==> config.mk <==
export PLATFORM = sky130hd
export DESIGN_NAME = multicycle_sequencer
export DESIGN_NICKNAME = d
export VERILOG_FILES = /design/src/rtl/seq_pkg.sv /design/src/rtl/fetch_watchdog.sv /design/src/rtl/multicycle_sequencer.sv
export SDC_FILE = /design/constraint.sdc
export NUM_CORES = 1
export LEC_CHECK = 0
export BUFFER_PORTS_ARGS = -buffer_cell sky130_fd_sc_hd__buf_4
export CAP_MARGIN = 5
export CORE_MARGIN = 2
export CORE_UTILIZATION = 40
export DETAILED_ROUTE_END_ITERATION = 12
export GPL_ROUTABILITY_DRIVEN = 1
export MAX_ROUTING_LAYER = met4
export SETUP_SLACK_MARGIN = 0.4
export SYNTH_ARGS = -nofsm -noshare
export SYNTH_HDL_FRONTEND = slang
export SYNTH_SLANG_ARGS = --single-unit
==> constraint.sdc <==
create_clock -name Clk -period 1.8 [get_ports Clk]
set_input_delay 0.18 -clock Clk [delete_from_list [all_inputs] [get_ports Clk]]
set_output_delay 0.18 -clock Clk [all_outputs]
set_load 0.01 [all_outputs]
==> src/rtl/seq_pkg.sv <==
// seq_pkg: shared state encoding and instruction-field positions
// for the multi-cycle control sequencer.
package seq_pkg;

    typedef enum logic [2:0] {
        IDLE,
        FETCH,
        DECODE,
        EXEC,
        WB,
        BRANCH,
        ERR
    } state_t;

    localparam int OPC_MSB  = 7;
    localparam int OPC_LSB  = 6;
    localparam int JUMP_BIT = 7;

endpackage

==> src/rtl/fetch_watchdog.sv <==
// fetch_watchdog: counts FETCH cycles without Imem_Ack.
// Ports: clk, rst_n, clear, enable in; expired out (comb, last allowed cycle).
module fetch_watchdog #(
    parameter int FETCH_TIMEOUT = 16
) (
    input  logic clk,
    input  logic rst_n,
    input  logic clear,
    input  logic enable,
    output logic expired
);

    localparam int W = (FETCH_TIMEOUT > 2) ? $clog2(FETCH_TIMEOUT) : 1;
    localparam logic [W-1:0] LIM = W'(FETCH_TIMEOUT - 1);

    logic [W-1:0] cnt;

    // Fires on the FETCH_TIMEOUT-th waiting cycle so the FSM
    // leaves FETCH after exactly FETCH_TIMEOUT cycles.
    assign expired = enable && (cnt == LIM);

    always_ff @(posedge clk or negedge rst_n) begin
        if (!rst_n) begin
            cnt <= '0;
        end else if (clear) begin
            cnt <= '0;
        end else if (enable && !expired) begin
            cnt <= cnt + 1'b1;
        end
    end

endmodule

==> src/rtl/multicycle_sequencer.sv <==
// multicycle_sequencer: FETCH/DECODE/EXEC/WB (or BRANCH) control FSM with IR,
// watchdog and retire counter. In: Clk Reset Start Stop Stall Imem_Ack Instr_In.
module multicycle_sequencer
    import seq_pkg::*;
#(
    parameter int FETCH_TIMEOUT = 16,
    parameter int CNT_W         = 16
) (
    input  logic             Clk,
    input  logic             Reset,
    input  logic             Start,
    input  logic             Stop,
    input  logic             Stall,
    input  logic             Imem_Ack,
    input  logic [7:0]       Instr_In,
    output logic             Imem_Req,
    output logic [7:0]       IR_Out,
    output logic             PC_En,
    output logic             PCSrc,
    output logic             RegWrite,
    output logic             ALUSrc,
    output logic             ImmSel,
    output logic             Busy,
    output logic             Timeout_Err,
    output logic [CNT_W-1:0] Retired_Count
);

    state_t           state;
    logic [7:0]       ir;
    logic [CNT_W-1:0] retired;
    logic             err;
    logic             wd_expired;

    fetch_watchdog #(
        .FETCH_TIMEOUT(FETCH_TIMEOUT)
    ) u_wd (
        .clk    (Clk),
        .rst_n  (Reset),
        .clear  (state != FETCH),
        .enable ((state == FETCH) && !Imem_Ack),
        .expired(wd_expired)
    );

    // Strobes are gated by Stall so a frozen WB/BRANCH fires only once,
    // in its first unstalled cycle (which is also the exit cycle).
    assign Imem_Req      = (state == FETCH);
    assign RegWrite      = (state == WB) && !Stall;
    assign PC_En         = ((state == WB) || (state == BRANCH)) && !Stall;
    assign PCSrc         = (state == BRANCH);
    assign ALUSrc        = ir[OPC_LSB];
    assign ImmSel        = ir[OPC_MSB];
    assign Busy          = (state != IDLE) && (state != ERR);
    assign IR_Out        = ir;
    assign Timeout_Err   = err;
    assign Retired_Count = retired;

    always_ff @(posedge Clk or negedge Reset) begin
        if (!Reset) begin
            state   <= IDLE;
            ir      <= '0;
            retired <= '0;
            err     <= 1'b0;
        end else begin
            unique case (state)
                IDLE: begin
                    if (Start) state <= FETCH;
                end
                FETCH: begin
                    if (Imem_Ack) begin
                        ir    <= Instr_In;
                        state <= DECODE;
                    end else if (wd_expired) begin
                        err   <= 1'b1;
                        state <= ERR;
                    end
                end
                DECODE: begin
                    if (!Stall) state <= ir[JUMP_BIT] ? BRANCH : EXEC;
                end
                EXEC: begin
                    if (!Stall) state <= WB;
                end
                WB, BRANCH: begin
                    if (!Stall) begin
                        retired <= retired + CNT_W'(1);
                        state   <= Stop ? IDLE : FETCH;
                    end
                end
                ERR: begin
                    state <= ERR;
                end
                default: begin
                    state <= IDLE;
                end
            endcase
        end
    end

endmodule

==> report_table.html <==
<table>
<tr><th>Metric</th><th>Value</th></tr>
<tr><th colspan="2">STA</th></tr>
<tr><td>TNS Setup</td><td>0 ps</td></tr>
<tr><td>Number of endpoints failing setup at the final stage</td><td>0</td></tr>
<tr><td>Slew at the pin closest to its max-slew limit</td><td>~400 ps</td></tr>
<tr><td>RSZ-0062 raised after global routing</td><td>yes</td></tr>
<tr><td>Fin crit share</td><td>between 80% and 90%</td></tr>
<tr><td>Timing-limited maximum frequency</td><td>about 650 MHz</td></tr>
<tr><td>Worst Clk Skew</td><td>approximately 3.5 ps</td></tr>
<tr><td>Number of failing hold endpoints at the final stage</td><td>0</td></tr>
<tr><td>Worst rel slew slack</td><td>73.1%</td></tr>
<tr><td>Post-layout min period</td><td>1530 ps</td></tr>
<tr><td>Post-route worst setup slack</td><td>270 ps</td></tr>
<tr><td>Number of max-slew violations in the final report</td><td>0</td></tr>
<tr><th colspan="2">Logic synthesis</th></tr>
<tr><td>Warnings, synthesis</td><td>0</td></tr>
<tr><td>Yosys reg bits</td><td>32</td></tr>
<tr><td>Number of library cell types mapped by synthesis</td><td>36</td></tr>
<tr><td>Cell area after synthesis</td><td>1540 um2</td></tr>
<tr><td>Number of enable-type register cells in the synthesized netlist</td><td>0</td></tr>
<tr><td>Most frequently used flop master after synthesis</td><td>sky130_fd_sc_hd__dfrtp_1</td></tr>
<tr><td>Fraction of synthesis flops using an asynchronous set or reset pin</td><td>between 90% and 100%</td></tr>
<tr><td>Fraction of the yosys area taken by sequential cells</td><td>51.9%</td></tr>
<tr><td>Synthesized Nets</td><td>around 150</td></tr>
<tr><td>Synthesized instance count</td><td>131</td></tr>
<tr><td>Syn_area_per_cell</td><td>~12 um2</td></tr>
<tr><th colspan="2">Power and ir drop</th></tr>
<tr><td>VDD IR max</td><td>between 0.7 and 0.8 mV</td></tr>
<tr><td>Power density over the cells</td><td>1350 nW/um2</td></tr>
<tr><td>Total leakage power</td><td>about 1.1 nW</td></tr>
<tr><th colspan="2">Clock tree</th></tr>
<tr><td>Maximum clock path buffer count</td><td>2</td></tr>
<tr><td>Clk Latency, worst-skew pair</td><td>between 200 and 300 ps</td></tr>
<tr><td>Clock tree from TritonCTS</td><td>built</td></tr>
<tr><td>Clock Pin Slew Worst Setup and Hold Paths</td><td>around 60 ps</td></tr>
<tr><td>Root buffer cell</td><td>sky130_fd_sc_hd__clkbuf_8</td></tr>
<tr><td>H-tree depth</td><td>2</td></tr>
<tr><td>Number of buffers inserted during clock tree synthesis</td><td>5</td></tr>
<tr><td>Clock Sinks</td><td>32</td></tr>
<tr><th colspan="2">Routing</th></tr>
<tr><td>1st-pass router iterations</td><td>4</td></tr>
<tr><td>DR iter-0 viols</td><td>27</td></tr>
<tr><td>Detailed-route via count</td><td>1187</td></tr>
<tr><td>Detailed-route DRC error count</td><td>0</td></tr>
<tr><td>Via density per instance</td><td>between 4 and 5</td></tr>
<tr><td>Count of antenna-violating nets left after detailed routing</td><td>0</td></tr>
<tr><td>Routed wire per std cell</td><td>13.7 um</td></tr>
<tr><td>Final wirelength</td><td>3370 um</td></tr>
<tr><th colspan="2">Critical path</th></tr>
<tr><td>Number of cell instances on the worst register-to-register path</td><td>4</td></tr>
<tr><td>R2R Path Start</td><td>state[1]$_DFFE_PN0P_</td></tr>
<tr><td>Required time reported for the critical path endpoint</td><td>just under 2000 ps</td></tr>
<tr><td>Worst setup path category</td><td>register to register</td></tr>
<tr><td>Maximum fanout along the worst path</td><td>8</td></tr>
<tr><td>Launch point of the critical path</td><td>state[1]$_DFFE_PN0P_</td></tr>
<tr><td>Category of the worst setup path launch point</td><td>register</td></tr>
<tr><td>Worst EP arrival</td><td>about 1700 ps</td></tr>
<tr><td>Crit path capture type</td><td>register</td></tr>
<tr><td>Capture point of the worst path</td><td>IR_Out[2]$_DFFE_PN0P_</td></tr>
<tr><td>Worst R2R End</td><td>IR_Out[2]$_DFFE_PN0P_</td></tr>
<tr><td>Register-to-Register Setup Slack</td><td>about 270 ps</td></tr>
<tr><th colspan="2">Placement</th></tr>
<tr><td>Post-DP HPWL</td><td>2250 um</td></tr>
<tr><td>Last weighted congestion value of the routability-driven placer</td><td>~0.86</td></tr>
<tr><td>Count of input and output buffers</td><td>45</td></tr>
<tr><td>Placement Setup Slack</td><td>between 100 and 150 ps</td></tr>
<tr><th colspan="2">GRT</th></tr>
<tr><td>Maximum number of pins on one net before global-route repair</td><td>33</td></tr>
<tr><td>GRT Residual Overflow</td><td>0</td></tr>
<tr><td>Vias in the first global route</td><td>~1100</td></tr>
<tr><td>Total GRT Usage</td><td>16.1%</td></tr>
<tr><td>First-pass GRT wire length</td><td>between 5000 and 6000 um</td></tr>
<tr><td>Number of antenna violations at the first check in global routing</td><td>0</td></tr>
<tr><th colspan="2">Layout</th></tr>
<tr><td>Commonest cells after routing, fill and taps aside</td><td>sky130_fd_sc_hd__buf_4, sky130_fd_sc_hd__dfrtp_1, sky130_fd_sc_hd__xnor2_1</td></tr>
<tr><td>Antenna Cells</td><td>0</td></tr>
<tr><td>Post-layout net count</td><td>around 210</td></tr>
<tr><td>Commonest non-fill, non-tap cell in the layout</td><td>sky130_fd_sc_hd__buf_4</td></tr>
<tr><td>Area grow syn2layout</td><td>44.4%</td></tr>
<tr><td>Share of final-layout standard cells stronger than drive strength 1</td><td>slightly above 50%</td></tr>
<tr><th colspan="2">Floorplanning</th></tr>
<tr><td>Height of the die</td><td>66.1 um</td></tr>
<tr><td>Placeable core region</td><td>3690 um2</td></tr>
<tr><td>Number of standard-cell rows in the floorplan</td><td>22</td></tr>
<tr><td>Initial core utilization</td><td>a little over two fifths</td></tr>
<tr><td>Die Wd</td><td>between 60 and 70 um</td></tr>
<tr><td>IO Pins</td><td>46</td></tr>
<tr><td>Die Area</td><td>about 4400 um2</td></tr>
<tr><th colspan="2">Hold path</th></tr>
<tr><td>HP Start</td><td>Instr_In[4]</td></tr>
<tr><td>HP Class</td><td>input port to register</td></tr>
<tr><th colspan="2">Flow run</th></tr>
<tr><td>Number of max-cap violations</td><td>0</td></tr>
<tr><th colspan="2">Outcome</th></tr>
<tr><td>Run status</td><td>finished, final reports clean</td></tr>
</table>
[worst min path at each step]
stage / end / slack, ps / depth (start not counted)
floorplan: IR_Out[0]$_DFFE_PN0P_ / -120 / 0
global placement: u_wd.cnt[3]$_DFFE_PN0P_ / 140 / 1
detailed placement: u_wd.cnt[3]$_DFFE_PN0P_ / 140 / 1
CTS: IR_Out[5]$_DFFE_PN0P_ / 120 / 2
global route: IR_Out[1]$_DFFE_PN0P_ / 120 / 2
finish: IR_Out[4]$_DFFE_PN0P_ / 130 / 2
[repair_timing]
item | 4_1_cts | 5_1_grt
gates resized for setup | 6 | 19
endpoints found under the hold margin | 32 | 0
setup endpoints to repair | 29 | 25
pin swaps | 1 | 4
hold buffers | 1 | 0
setup buffers | 4 | 12
[metrics by stage]
step                instances  hold WS (ps)  cell area [um2]  util (%)  total power [mW]
global placement          220           143             1920      52.1              2.07
global route              245           120             2230      60.4              3.19
finish                    245           134             2230      60.4              3.01
floorplan                 131          -116             1560         -              1.68
CTS                       233           122             2070      56.0              2.75
detailed placement        220           142             1920      52.1              2.10
[cell families (layout without fill, tap and decap cells)]
| group | count (synthesis) | in the layout | share of synthesized area [%] |
|---|---|---|---|
| multiplexers | 10 | 10 | 7.22 |
| AO/OA/AOI/OAI | 12 | 12 | 5.43 |
| XOR/XNOR | 19 | 19 | 10.8 |
| AND/OR/NAND/NOR | 44 | 44 | 18.4 |
| adder cells (fa/ha/maj) | 2 | 2 | 1.62 |
| buffers and inverters | 12 | 78 | 4.62 |
| flip-flops | 32 | 32 | 51.9 |
[power by group]
part,switching [mW],internal [mW]
Sequential,0.186,0.907
Combinational,0.564,0.790
Clock,0.251,0.312
Total,1.00,2.01
[per-layer routing]
layer / up-vias / part of all wire, % / GRT usage, %
met5: - / 0 / -
met4: 0 / 2.0 / 5.61
met3: 7 / 4.5 / 6.30
met2: 27 / 49 / 24.6
met1: 577 / 44 / 19.5
li1: 576 / - / -
[cell usage after synthesis, types with 2 or more instances]
master                    instances  share of area [%]
sky130_fd_sc_hd__xnor2_1         12                6.8
sky130_fd_sc_hd__ha_1             2                1.6
sky130_fd_sc_hd__buf_4            2               0.97
sky130_fd_sc_hd__nand3_1          4                1.3
sky130_fd_sc_hd__mux2_2           9                6.6
sky130_fd_sc_hd__and3_1           3                1.2
sky130_fd_sc_hd__inv_1            5                1.2
sky130_fd_sc_hd__and4_1           2                1.1
sky130_fd_sc_hd__nor2b_1          4                1.6
sky130_fd_sc_hd__nand2_1          9                2.2
sky130_fd_sc_hd__nor2_1          10                2.4
sky130_fd_sc_hd__o21ai_0          3               0.97
sky130_fd_sc_hd__nand4_1          3                1.2
sky130_fd_sc_hd__buf_6            2                1.5
sky130_fd_sc_hd__xor2_1           7                4.0
sky130_fd_sc_hd__dfrtp_1         32                 52
sky130_fd_sc_hd__buf_2            3               0.97
[flip-flops by register name (all words and copies together) (netlist names)]
name,flops
state,3
u_wd.cnt,4
Retired_Count,16
IR_Out,8
Timeout_Err,1
[worst max-delay path, cell delays in order (launching register included)]
cell and delay [ps]:
sky130_fd_sc_hd__dfrtp_2 440, sky130_fd_sc_hd__buf_4 150, sky130_fd_sc_hd__nor2b_4 180, sky130_fd_sc_hd__and3_4 290
sky130_fd_sc_hd__mux2_2 350
[final cells by class]
class                   count  area, um2
clock buffers               8       90.1
fillers                   330       1460
inverters                   5       21.3
multi-input cells          87        736
flip-flops and latches     32        805
well taps                  48       60.1
repair buffers             65        517
Power figures use the tool's default switching activity.
